===== config.mk =====
export PLATFORM = sky130hd
export DESIGN_NAME = pad_io_multi
export DESIGN_NICKNAME = d
export VERILOG_FILES = /design/src/rtl/pad_io_multi.sv
export SDC_FILE = /design/constraint.sdc
export NUM_CORES = 1
export LEC_CHECK = 0
export ABC_AREA = 0
export BUFFER_PORTS_ARGS = -buffer_cell sky130_fd_sc_hd__buf_4
export CAP_MARGIN = 20
export CORE_ASPECT_RATIO = 1.1
export CORE_UTILIZATION = 53
export DETAILED_ROUTE_END_ITERATION = 6
export GPL_TIMING_DRIVEN = 0
export MAX_ROUTING_LAYER = met4
export PLACE_DENSITY = 0.78
export SLEW_MARGIN = 10
export SYNTH_ARGS = -nofsm -noshare
export SYNTH_HDL_FRONTEND = slang
export SYNTH_SLANG_ARGS = --single-unit

===== constraint.sdc =====
create_clock -name clk -period 5.4 [get_ports clk]
set_input_delay 0.54 -clock clk [delete_from_list [all_inputs] [get_ports clk]]
set_output_delay 0.54 -clock clk [all_outputs]
set_load 0.02 [all_outputs]

===== src/rtl/pad_io_multi.sv =====
// MegaDrive/SMS controller-port emulator for NUM_PADS independent ports (3/6-button, SMS, TH float).
// Optional autofire timebase enabled by defining PAD_TURBO_EN.
module pad_io_multi #(
    parameter int unsigned NUM_PADS       = 2,
    parameter int unsigned TH_FLOAT_CYC   = 1470,
    parameter int unsigned JCNT_TMO_CYC   = 81200,
    parameter int unsigned TURBO_HALF_CYC = 1789772
) (
    input  logic                    clk,
    input  logic                    reset,
    input  logic [NUM_PADS-1:0]     mode6,
    input  logic [NUM_PADS-1:0]     sms,
    input  logic [12*NUM_PADS-1:0]  btn,
    input  logic [6*NUM_PADS-1:0]   turbo,
    input  logic [7*NUM_PADS-1:0]   port_in,
    input  logic [7*NUM_PADS-1:0]   port_dir,
    output logic [7*NUM_PADS-1:0]   port_out,
    output logic [2*NUM_PADS-1:0]   phase
);

    // Timer widths leave headroom so the all-ones value never matches a real threshold.
    localparam int unsigned FLT_W  = $clog2(TH_FLOAT_CYC + 2);
    localparam int unsigned JTMR_W = $clog2(JCNT_TMO_CYC + 2);

    logic tphase;

`ifdef PAD_TURBO_EN
    localparam int unsigned TURBO_W = (TURBO_HALF_CYC > 1) ? $clog2(TURBO_HALF_CYC) : 1;

    logic [TURBO_W-1:0] turbo_cnt;

    // Shared autofire timebase: tphase flips every TURBO_HALF_CYC clocks.
    always_ff @(posedge clk) begin
        if (reset) begin
            turbo_cnt <= '0;
            tphase    <= 1'b0;
        end else if (turbo_cnt == TURBO_W'(TURBO_HALF_CYC - 1)) begin
            turbo_cnt <= '0;
            tphase    <= ~tphase;
        end else begin
            turbo_cnt <= turbo_cnt + TURBO_W'(1);
        end
    end
`else
    assign tphase = 1'b1;
`endif

    for (genvar p = 0; p < NUM_PADS; p++) begin : g_pad
        logic [6:0]        in_p;
        logic [6:0]        dir_p;
        logic [11:0]       b;
        logic [5:0]        t;
        logic [11:0]       eb;
        logic              th;
        logic              thd;
        logic [1:0]        jcnt;
        logic [JTMR_W-1:0] jtmr;
        logic [FLT_W-1:0]  fltmr;
        logic [5:0]        pdata;
        logic [5:0]        pdata_nxt;

        assign in_p  = port_in[7*p +: 7];
        assign dir_p = port_dir[7*p +: 7];
        assign b     = btn[12*p +: 12];
        assign t     = turbo[6*p +: 6];

        // Autofire masks A,B,C,X,Y,Z while tphase is low.
        always_comb begin
            eb     = b;
            eb[4]  = b[4]  & ~(t[0] & ~tphase);
            eb[5]  = b[5]  & ~(t[1] & ~tphase);
            eb[6]  = b[6]  & ~(t[2] & ~tphase);
            eb[9]  = b[9]  & ~(t[3] & ~tphase);
            eb[10] = b[10] & ~(t[4] & ~tphase);
            eb[11] = b[11] & ~(t[5] & ~tphase);
        end

        // Internal TH follows the console, or floats high after a timeout when undriven.
        always_ff @(posedge clk) begin
            if (reset) begin
                th    <= 1'b1;
                fltmr <= '1;
            end else if (!dir_p[6]) begin
                th    <= in_p[6];
                fltmr <= '0;
            end else begin
                if (fltmr != '1)
                    fltmr <= fltmr + FLT_W'(1);
                if (fltmr == FLT_W'(TH_FLOAT_CYC))
                    th <= 1'b1;
            end
        end

        // 6-button phase counter; a rising edge beats the inactivity timeout.
        always_ff @(posedge clk) begin
            if (reset) begin
                thd  <= 1'b1;
                jtmr <= '0;
                jcnt <= '0;
            end else begin
                thd <= th;
                if (thd && !th)
                    jtmr <= '0;
                else if (jtmr != '1)
                    jtmr <= jtmr + JTMR_W'(1);

                if (!mode6[p] || sms[p])
                    jcnt <= '0;
                else if (!thd && th)
                    jcnt <= jcnt + 2'd1;
                else if (jtmr > JTMR_W'(JCNT_TMO_CYC))
                    jcnt <= '0;
            end
        end

        always_comb begin
            pdata_nxt = {~eb[6], ~eb[5], ~eb[3], ~eb[2], ~eb[1], ~eb[0]};
            if (sms[p]) begin
                pdata_nxt = {~eb[6], ~eb[5], ~eb[3], ~eb[2], ~eb[1], ~eb[0]};
            end else if (!th) begin
                case (jcnt)
                    2'd2:    pdata_nxt = {~eb[7], ~eb[4], 4'b0000};
                    2'd3:    pdata_nxt = {~eb[7], ~eb[4], 4'b1111};
                    default: pdata_nxt = {~eb[7], ~eb[4], 2'b00, ~eb[1], ~eb[0]};
                endcase
            end else if (jcnt == 2'd3) begin
                pdata_nxt = {~eb[6], ~eb[5], ~eb[8], ~eb[9], ~eb[10], ~eb[11]};
            end
        end

        always_ff @(posedge clk) begin
            if (reset)
                pdata <= 6'h3F;
            else
                pdata <= pdata_nxt;
        end

        assign port_out[7*p +: 7] = (~dir_p & in_p) | (dir_p & {1'b1, pdata});
        assign phase[2*p +: 2]    = jcnt;
    end

endmodule


==> impl_results.md <==
- Synth top area share: 38.9%
- Antenna viol nets, final: 0
- Ys Warns: 0
- Netlist cell types: 50
- Synth Register Bits: 76
- Setup TNS: 0 ns
- Storage element area: 1520 sq um
- Fraction of registers with async set/reset: 0%
- Non-Filler Instances: 636
- Vert. Die Dim: 92.1 um
- Fill count: 592
- Placed Cells: 620
- Crit path required time: 5.64 ns
- Core Area: 7090 sq um
- Final Max Tran Viols: 0
- WP data arrival: 2.72 ns
- WL per Instance: 13.7 um
- Postcts setup bufs: 0
- Register area share after synthesis: 38.9%
- Critical Path Sink Type: flop
- Starting density of the core: 55.1%
- Critical path startpoint category: flop
- Hold-fix buffers at CTS: 0
- Actual slew at the worst max-slew pin: 0.553 ns
- Tmin final: 2.48 ns
- Clk sinks: 76
- Final setup vio count: 0
- LEAKAGE: 0.00197 uW
- TritonCTS Buffers: 9
- Failing checks: DRC
- WHS: 0.436 ns
- IO Count: 88
- Initial antenna violation count: 0
- Vias in the first global route: 3,443
- RSZ-0062 raised after global routing: false
- Cell Area, Synth: 3910 sq um
- First-pass GRT wire length: 14,600 um
- Clock buffer depth: 2
- Status: complete, but fails checks
- DRT Pass-1 Iters: 6
- Max H-tree Level: 3
- Post-Synthesis Mean Instance Area: 8.49 sq um
- Area growth syn-to-layout: 22.7%
- Pwr dens: 265 nW/um^2
- Drt drc: 18
- Hold Path Class: input port to flop
- Hold Vio Cnt, Final: 0
- # rows: 32
- Syn Inst Count: 460
- F_max: 0.403 GHz
- Crit Path Class: flop to flop
- Largest net degree at the start of global routing: 13
- Chip Width: 83.9 um
- 1st-iter DRT viols: 222
- CP max stage cell: dfxtp_1
- CP cell instances: nand3_1 > nor2_1 > nand3_1 > nor3_1 > ha_1 > clkbuf_1 > nand4b_1 > nor2_1 > nand3_1 > xor2_1 > nor2_1
- Antenna cells: 0
- Clock Latency Late Sink: 0.36 ns
- Post-synth EDFFs: 0
- Layout cells sized above 1: 20.3%
- Vias per cell: 5.61
- Final net count: 630
- Drt total wl: 8720 um
- Top cells by area, synth: dfxtp_1 (39%), nor2_1 (5.0%), ha_1 (4.5%)
- DPL Wire Length: 6290 um
- Max-cap viol count: 0
- GPL Wtd Cong: 0.862
- Vias: 3,569
- Worst path max stage delay: 0.40 ns
- Post-Syn Nets: 544
- Fin crit share: 45.9%
- Post-synth top area cell: dfxtp_1
- Cell family with most CP delay: simple AND/OR/NAND/NOR gates
- Total Die Area: 7720 sq um
- CP bufs+invs: 1
- Final Skew: 0.00518 ns
- Worst vdd ir: 0.000162 V
- Slew HR: 63.1%
- CTS root buffer: clkbuf_8
- Synth Flop Type: dfxtp_1
- Total gr overflow: 0
- Commonest cells post-synth: dfxtp_1 (76), nor2_1 (52), nand2_1 (40)
- Port buffer count: 75
- Footprint of the multi-input gates: 2250 sq um
- CP max FO: 7
- Post_cts resized: 0
- CTS tree: yes
- Most frequent cell after synthesis: dfxtp_1
- Clock Pin Slew Worst Setup and Hold Paths: 0.08 ns
- Total GRT Usage: 24.3%
==> per-stage QoR <==
stage / instance area, sq um / worst slack (ns) / total power [uW] / util [%]
2_1_floorplan: 3910 / 3.27 / 728 / -
3_3_place_gp: 4580 / 2.98 / 794 / 64.6
3_5_place_dp: 4580 / 2.93 / 800 / 64.6
4_1_cts: 4790 / 2.91 / 1280 / 67.7
5_1_grt: 4790 / 2.64 / 1330 / 67.7
6_report: 4790 / 2.92 / 1270 / 67.7
==> flip-flops by register name, summed over array words and instances, names as in the netlist <==
name and flops:
g_pad.jtmr 34, g_pad.fltmr 22, g_pad.pdata 12, g_pad.jcnt 4
g_pad.th 2, g_pad.thd 2
==> path summary, 6_finish.rpt <==
path | from | end | slack [ns] | depth (start not counted)
setup / recovery | g_pad[0].jtmr[6]$_SDFFE_PP0P_ | g_pad[0].jtmr[8]$_SDFFE_PP0P_ | 2.92 | 11
hold / removal | port_dir[6] | g_pad[0].fltmr[10]$_SDFFE_PP1P_ | 0.44 | 3
setup reg to reg | g_pad[0].jtmr[6]$_SDFFE_PP0P_ | g_pad[0].jtmr[8]$_SDFFE_PP0P_ | 2.92 | 11
hold reg to reg | g_pad[1].jtmr[13]$_SDFFE_PP0P_ | g_pad[1].jtmr[13]$_SDFFE_PP0P_ | 0.51 | 2
==> layout make-up <==
| class | count | area share [%] |
|---|---|---|
| Multi-Input combinational cell | 349 | 47.0 |
| Timing Repair Buffer | 75 | 11.7 |
| Clock buffer | 12 | 3.03 |
| Inverter | 19 | 1.49 |
| Sequential cell | 76 | 31.7 |
| Tap cell | 85 | 2.22 |
| Clock inverter | 4 | 1.51 |
| Buffer | 16 | 1.28 |
==> cells by family (layout without fill, tap and decap cells) <==
| group | Yosys count | count (layout) | share of synthesized area, % |
|---|---|---|---|
| AND/OR/NAND/NOR | 184 | 184 | 24.4 |
| AO/OA/AOI/OAI | 99 | 99 | 16.1 |
| flip-flops | 76 | 76 | 38.9 |
| buffers and inverters | 35 | 126 | 3.39 |
| XOR/XNOR | 34 | 34 | 7.62 |
| multiplexers | 18 | 18 | 5.00 |
| adder cells (fa/ha/maj) | 14 | 14 | 4.48 |
==> power by group <==
| group | internal [uW] | total, uW | switching [uW] |
|---|---|---|---|
| registers | 586 | 612 | 26.9 |
| clock network | 273 | 484 | 211 |
| logic | 91.0 | 177 | 85.5 |
| total | 949 | 1270 | 324 |
==> worst reg2reg max path: stages, from the launching register on <==
cell,delay (ns)
dfxtp_1,0.40
nand3_1,0.15
nor2_1,0.34
nand3_1,0.12
nor3_1,0.22
ha_1,0.17
clkbuf_1,0.28
nand4b_1,0.22
nor2_1,0.13
nand3_1,0.11
xor2_1,0.16
nor2_1,0.05
==> routing by layer <==
| metal | routed length (um) | part of all wire (%) | track usage (%) |
|---|---|---|---|
| met5 | 0 | 0 | - |
| met4 | 160 | 1.8 | 10.9 |
| met3 | 402 | 4.6 | 5.49 |
| met2 | 4260 | 49 | 41.2 |
| met1 | 3900 | 45 | 27.3 |
==> cell usage in the layout (no fill, tap or decap), drive strengths merged, types with 19 or more instances in the layout <==
cell	synthesis	layout
dfxtp	76	76
buf	1	76
nor2	52	52
nand2	41	41
o21ai	29	29
clkbuf	15	27
nand3	22	22
a21o	22	22
a21oi	20	20
inv	19	19
xor2	19	19
Power figures use the tool's default switching activity.
